$ cat config.mk
export PLATFORM = sky130hd
export DESIGN_NAME = reg_file_param
export DESIGN_NICKNAME = d
export VERILOG_FILES = /design/src/rtl/reg_file_param.sv
export SDC_FILE = /design/constraint.sdc
export NUM_CORES = 1
export LEC_CHECK = 0
export CAP_MARGIN = 20
export CORE_MARGIN = 1
export CORE_UTILIZATION = 40
export DETAILED_ROUTE_END_ITERATION = 12
export PLACE_DENSITY = 0.6
export SETUP_SLACK_MARGIN = 0.3
export SYNTH_ARGS = -nofsm -noshare
export SYNTH_HDL_FRONTEND = slang
export SYNTH_SLANG_ARGS = --single-unit
$ cat constraint.sdc
create_clock -name clk -period 7.3 [get_ports clk]
set_input_delay 1.095 -clock clk [delete_from_list [all_inputs] [get_ports clk]]
set_output_delay 1.095 -clock clk [all_outputs]
set_load 0.02 [all_outputs]
$ cat src/rtl/reg_file_param.sv
// reg_file_param: parametrised register file with PC mapped at the top address, a per-register
// pending scoreboard and a clear sequencer. Define REG_FILE_BYPASS_EN for same-cycle write bypass.
module reg_file_param #(
    parameter  int unsigned DATA_W = 32,
    parameter  int unsigned NREGS  = 16,
    parameter  int unsigned PC_W   = 13,
    localparam int unsigned AW     = $clog2(NREGS)
) (
    input  logic              clk,
    input  logic              rst,
    input  logic [AW-1:0]     ra1,
    input  logic [AW-1:0]     ra2,
    output logic [DATA_W-1:0] rd1,
    output logic [DATA_W-1:0] rd2,
    input  logic [AW-1:0]     wa,
    input  logic [DATA_W-1:0] wd,
    input  logic              we,
    input  logic [PC_W-1:0]   pc,
    input  logic              pend_set,
    input  logic [AW-1:0]     pend_addr,
    output logic              pend1,
    output logic              pend2,
    input  logic              clr_req,
    output logic              clr_busy
);

    localparam logic [AW-1:0] PC_ADDR  = AW'(NREGS - 1);
    localparam logic [AW-1:0] LAST_CLR = AW'(NREGS - 2);

    typedef enum logic {IDLE, SWEEP} state_e;

    // Top entry exists only to keep indexing full-width; it is never written.
    logic [DATA_W-1:0] regs_q [NREGS];
    logic [DATA_W-1:0] regs_d [NREGS];
    logic [NREGS-1:0]  pend_q, pend_d;
    state_e            state_q, state_d;
    logic [AW-1:0]     cnt_q, cnt_d;
    logic              clr_busy_q, clr_busy_d;

    logic wr_ok, ps_ok;

    assign wr_ok    = we && !clr_busy_q && (wa != PC_ADDR);
    assign ps_ok    = pend_set && !clr_busy_q && (pend_addr != PC_ADDR);
    assign clr_busy = clr_busy_q;

    always_comb begin
        regs_d     = regs_q;
        pend_d     = pend_q;
        state_d    = state_q;
        cnt_d      = cnt_q;
        clr_busy_d = clr_busy_q;
        if (state_q == IDLE) begin
            if (wr_ok) begin
                regs_d[wa] = wd;
                pend_d[wa] = 1'b0;
            end
            // Set is applied after the write's clear so it wins on the same address.
            if (ps_ok) begin
                pend_d[pend_addr] = 1'b1;
            end
            if (clr_req) begin
                state_d    = SWEEP;
                cnt_d      = '0;
                clr_busy_d = 1'b1;
            end
        end else begin
            regs_d[cnt_q] = '0;
            pend_d[cnt_q] = 1'b0;
            if (cnt_q == LAST_CLR) begin
                state_d    = IDLE;
                cnt_d      = '0;
                clr_busy_d = 1'b0;
            end else begin
                cnt_d = cnt_q + AW'(1);
            end
        end
    end

    always_ff @(posedge clk or negedge rst) begin
        if (!rst) begin
            state_q    <= IDLE;
            cnt_q      <= '0;
            clr_busy_q <= 1'b0;
            pend_q     <= '0;
            for (int unsigned i = 0; i < NREGS; i++) begin
                regs_q[i] <= '0;
            end
        end else begin
            state_q    <= state_d;
            cnt_q      <= cnt_d;
            clr_busy_q <= clr_busy_d;
            pend_q     <= pend_d;
            for (int unsigned i = 0; i < NREGS; i++) begin
                regs_q[i] <= regs_d[i];
            end
        end
    end

    always_comb begin
        rd1   = (ra1 == PC_ADDR) ? DATA_W'(pc) : regs_q[ra1];
        rd2   = (ra2 == PC_ADDR) ? DATA_W'(pc) : regs_q[ra2];
        pend1 = (ra1 != PC_ADDR) && pend_q[ra1];
        pend2 = (ra2 != PC_ADDR) && pend_q[ra2];
`ifdef REG_FILE_BYPASS_EN
        if (wr_ok && (wa == ra1)) begin
            rd1   = wd;
            pend1 = pend1 && ps_ok && (pend_addr == ra1);
        end
        if (wr_ok && (wa == ra2)) begin
            rd2   = wd;
            pend2 = pend2 && ps_ok && (pend_addr == ra2);
        end
`endif
    end

endmodule

; Word level (Yosys, flattened, before mapping)
; Index checks and enable logic that the tools add are counted.
[totals]
ff_bits = 534
in_bits = 66
out_inout_bits = 67
word_cells = 107
[classes]
n_addsub = 1
order_cmp = 14
eq_ne = 8
n_mux = 38
n_bitwise = 11
n_reduce_logical = 15
[op_table]
columns = cell, n
row1 = $mux W512, 2
row2 = $and A512 B512 Y512, 1
row3 = $bwmux W512, 1
row4 = $not A512 Y512, 1
row5 = $bmux W32 S4, 2
row6 = $demux W32 S4, 2
row7 = $mux W32, 8
row8 = $mux W16, 4
row9 = $and A16 B16 Y16, 2
row10 = $not A16 Y16, 2
row11 = $lt A4 B5 Y1 const B, 5
row12 = $ge A5 B5 Y1 const B, 4
row13 = $not A4 Y5, 4
row14 = $ne A4 B4 Y1 const B, 4
row15 = $or A16 B16 Y16, 1
row16 = $demux W1 S4, 3
row17 = $eq A4 B4 Y1 const B, 3
row18 = $ge A4 B1 Y1 const B, 3
row19 = $mux W4, 3
row20 = $logic_and A1 B1 Y1, 11
row21 = $mux W1, 11
row22 = $lt A5 B1 Y1 const B, 2
row23 = $bmux W1 S4, 2
row24 = $add A4 B1 Y4 const B, 1
row25 = 4 further kinds, 5

; Logic depth before layout (Yosys ltp)
[depth]
ltp_word = 11
ltp_mapped = 7
ltp_nobuf = 4

; Least setup slack after synthesis
; OpenSTA, ideal clock, no wires.
[synth_path]
path_kind = input-to-output
from = in ra1[0]
to = out rd1[10]
arrival_ps = 2795
required_time_ps = 6205
slack_ps = 3410
stages = 6
n_path_buf = 3
path_cell_list = clkbuf_1 > clkbuf_1 > buf_2 > mux4_2 > mux2i_1 > o22ai_1
[synth_via]
elab_chain_len = 5
elab_cells_between_ends = 6
classes_between = 1 x eq/ne / 4 x mux / 1 x bitwise
[synth_lines]
columns = item, line
row1 = start: declaration, 11  ; input logic [AW-1:0] ra1,
row2 = $not A4 Y5 (implied by the code), 100  ; rd1 = (ra1 == PC_ADDR) ? DATA_W'(pc) : regs_q[ra1];
row3 = $bmux W32 S4, 100
row4 = $mux W32 (implied by the code) (2 in series), 100
row5 = $mux W32 *, 100
row6 = end: declaration, 13  ; output logic [DATA_W-1:0] rd1,
; Every way passes the cells marked *; elsewhere a longest branch is shown, timed or not. The select of a mux whose other input is x is not followed.

; Worst setup path in the final report
[layout_path]
from = in ra2[1]
to = out rd2[9]
[layout_via]
elab_chain_len = 5
elab_cells_between_ends = 6
classes_between = 1 x eq/ne / 4 x mux / 1 x bitwise
[layout_lines]
columns = item, line
row1 = start: declaration, 12  ; input logic [AW-1:0] ra2,
row2 = $not A4 Y5 (implied by the code), 101  ; rd2 = (ra2 == PC_ADDR) ? DATA_W'(pc) : regs_q[ra2];
row3 = $bmux W32 S4, 101
row4 = $mux W32 (implied by the code) (2 in series), 101
row5 = $mux W32 *, 101
row6 = end: declaration, 14  ; output logic [DATA_W-1:0] rd2,
; Marks and branches as above.

==> summary.md <==
| Metric | Value |
|---|---|
| Outcome | completed |
| CP startpoint kind | primary input |
| Worst EP arrival | about 4.3 ns |
| Power share of the sequential group | 42.0% |
| Seq/Total Area, Yosys | between 40% and 50% |
| Sw power | roughly 2300 µW |
| Synth cell types | 40 |
| Synthesized area per cell | 13.4 µm² |
| Die height | approximately 260 µm |
| Clock Latency Late Sink | approximately 0.63 ns |
| Req. time, crit path | roughly 6.2 ns |
| RSZ-0062 raised after global routing | no |
| First-pass GRT wire length | 139000 µm |
| Worst Setup End Kind | output pin |
| Pin count of the biggest net entering global routing | between 100 and 150 |
| Final WS setup | about 1.9 ns |
| R2R depth | 6 |
| Power Internal | about 5100 µW |
| DRT iter0 DRCs | ~2200 |
| Final hold vios | 0 |
| Post-synth design cell area | about 26000 µm² |
| Reg2reg start | state_q$_DFF_PN0_ |
| DR DRC count | 0 |
| Vias | ~20000 |
| Final WL | 92600 µm |
| R2r endpoint | regs_q[368]$_DFFE_PN0P_ |
| Sw Share | 31.0% |
| DRT Pass-1 Iters | 5 |
| Yosys reg bits | ~500 |
| Setup TNS | 0 ns |
| Area of the multi-input gates | about 13000 µm² |
| Placement Rows | 92 |
| Critical Path Fanout Max | 73 |
| Layout cells sized above 1 | between 20% and 30% |
| Postcts setup bufs | 0 |
| Pre-CTS WS | between 1.5 and 2 ns |
| Kind of critical path | primary input to output pin |
| Power Density | between 200 and 250 nW/µm² |
| Max-slew headroom | 30.9% |
| Register area | roughly 13000 µm² |
| Setup slack, reg-to-reg | between 3 and 4 ns |
| Starting Density | approximately two fifths |
| Drt wl/cell | 32.8 µm |
| GR Overflow Total | 0 |
| Final setup violation count | 0 |
| Vias in the first global route | 20487 |
| CTS max path bufs | 3 |
| Io pins | roughly 130 |
| Pins Over Slew Limit | 0 |
| Hold WC Path Type | primary input to async pin |
| Final ANT Viol Nets | 0 |
| Global-route usage over all layers | 28.1% |
| Root Driver | clkbuf_16 |
| Synth Instances | 1916 |
| Comb power frac | roughly a fifth |
| FILL cells | between 5000 and 6000 |
| Clock-pin slew on the worst setup and hold paths | about 0.060 ns |
| VDD IR max | about 0.14 mV |
| Clock Sinks | approximately 500 |
| Initial antenna violation count | 2 |
| H-tree Lvls | 2 |
| # port buffers | roughly 130 |
| Crit share post-route | approximately three quarters |
| Clk pwr share | 38.7% |
| Final Critical Period | 5.42 ns |
| Post-detail-place hpwl | 52300 µm |
| Max-cap viol count | 0 |
| CTS tree | built |
| Total CTS buffers | 55 |
| Post-CTS Resized | 0 |
| Hold_buf cts | 0 |
| Mapped Nets | just under 2000 |
| Clock skew | a little under 0.04 ns |
| Die area | between 60000 and 70000 µm² |
| Die extent in x | 256 µm |
| Warnings from Yosys | 0 |
| Total leakage power | ~0.013 µW |
| Max frequency | approximately 180 MHz |
| Area grow syn2layout | 15.7% |
| Finished Layout Cells | 2821 |
| Net count, final | 1996 |
| Total power | 7330 µW |
| Routability Congestion | 0.827 |
| Worst-Margin Slew | 1.03 ns |
| Routed vias/inst | about 7.0 |
| Placeable Area | between 60000 and 70000 µm² |
| # placed instances | roughly 2700 |
==> how the worst max path moves through the flow <==
| stage | start | end | cells after the start |
|---|---|---|---|
| 2_1_floorplan | ra1[0] | rd1[10] | 6 |
| 3_3_place_gp | ra2[1] | rd2[12] | 6 |
| 3_5_place_dp | ra2[1] | rd2[9] | 6 |
| 4_1_cts | ra2[1] | rd2[9] | 6 |
| 5_1_grt | ra2[1] | rd2[2] | 6 |
| 6_report | ra2[1] | rd2[9] | 6 |
==> sequential cells by signal, summed over array words and instances, names as in the netlist <==
name / flops
cnt_q: 4
regs_q: 480
state_q: 1
clr_busy: 1
pend_q: 15
==> final cells by class <==
| cell class | instances | area share, % |
|---|---|---|
| sequential | 501 | 42.1 |
| clock buffer | 80 | 5.44 |
| antenna | 1 | 0.00840 |
| inverter | 5 | 0.0630 |
| tap | 846 | 3.55 |
| clock inverter | 21 | 0.727 |
| timing repair buffer | 191 | 6.07 |
| multi-input combinational | 1176 | 42.0 |
==> critical path: stages <==
cell and delay, ns:
clkbuf_8 0.63, buf_4 0.68, nand4_1 0.71, o21ai_0 0.42
o22ai_1 0.13, clkdlybuf4s50_1 0.56
==> metal layers <==
| layer | share of wire [%] | GRT usage, % |
|---|---|---|
| met5 | 0.013 | 0 |
| met4 | 3.6 | 11.1 |
| met2 | 47 | 44.1 |
| met1 | 42 | 38.8 |
| met3 | 7.4 | 4.75 |
==> power groups by stage <==
stage	logic [µW]	registers, µW	clock network [µW]
2_1_floorplan	783	3060	0
3_3_place_gp	1380	3110	0
3_5_place_dp	1400	3110	0
4_1_cts	1400	3070	2880
5_1_grt	1480	3090	2990
6_report	1410	3080	2840
==> cell usage after synthesis <==
library cell	n	area, µm²
a221oi_1	76	666
and2_1	1	6.26
nor3_2	3	30.0
a22o_1	495	4340
or2_2	4	25.0
mux2i_1	160	1600
or4b_1	1	10.0
buf_1	29	109
nand4bb_1	1	11.3
nand2_1	10	37.5
dfrtp_1	501	12500
nor4_2	1	12.5
a21oi_2	1	8.76
and3b_1	4	35.0
o22ai_1	27	169
nand3b_1	2	15.0
nor3b_1	8	60.1
and2_0	1	6.26
mux2_2	64	721
nor2b_1	5	31.3
a21oi_1	17	85.1
nor2_1	12	45.0
o21ai_0	32	160
nand4_1	2	12.5
o221a_2	64	721
nor4_4	1	21.3
nand2b_1	9	56.3
buf_2	43	215
nand3_1	2	10.0
clkbuf_1	162	608
inv_1	5	18.8
nor4b_4	1	23.8
nor4b_2	1	15.0
a21boi_0	1	7.51
o221ai_1	28	245
mux4_2	134	3020
and4b_1	1	10.0
nor3_1	4	20.0
o211ai_1	2	15.0
and3_1	1	6.26
==> placed cells by master, fill, tap and decap left out, types with 17 or more instances in the layout <==
| cell | count |
|---|---|
| a221oi_1 | 76 |
| a22o_1 | 495 |
| buf_4 | 56 |
| clkbuf_16 | 55 |
| clkbuf_8 | 17 |
| clkdlybuf4s50_1 | 124 |
| dfrtp_1 | 501 |
| mux2_2 | 64 |
| mux2i_1 | 160 |
| mux4_2 | 134 |
| o21ai_0 | 32 |
| o221a_2 | 64 |
| o221ai_1 | 28 |
| o22ai_1 | 27 |
==> stage by stage <==
| step | area, µm² | util (%) | hold WS (ns) |
|---|---|---|---|
| 2_1_floorplan | 25700 | - | 0.477 |
| 3_3_place_gp | 27900 | 44.1 | 0.493 |
| 3_5_place_dp | 27900 | 44.1 | 0.498 |
| 4_1_cts | 29800 | 47.0 | 0.518 |
| 5_1_grt | 29800 | 47.0 | 0.531 |
| 6_report | 29800 | 47.0 | 0.497 |
==> kinds of logic (layout without fill, tap and decap cells) <==
logic type      Yosys count  after routing  synth area share (%)
compound gates          743            743                  24.9
other cells               0              1                     0
buf+inv                 239            297                  3.69
simple gates             75             75                  1.94
mux                     358            358                  20.7
flops                   501            501                  48.7
Power figures use the tool's default switching activity.
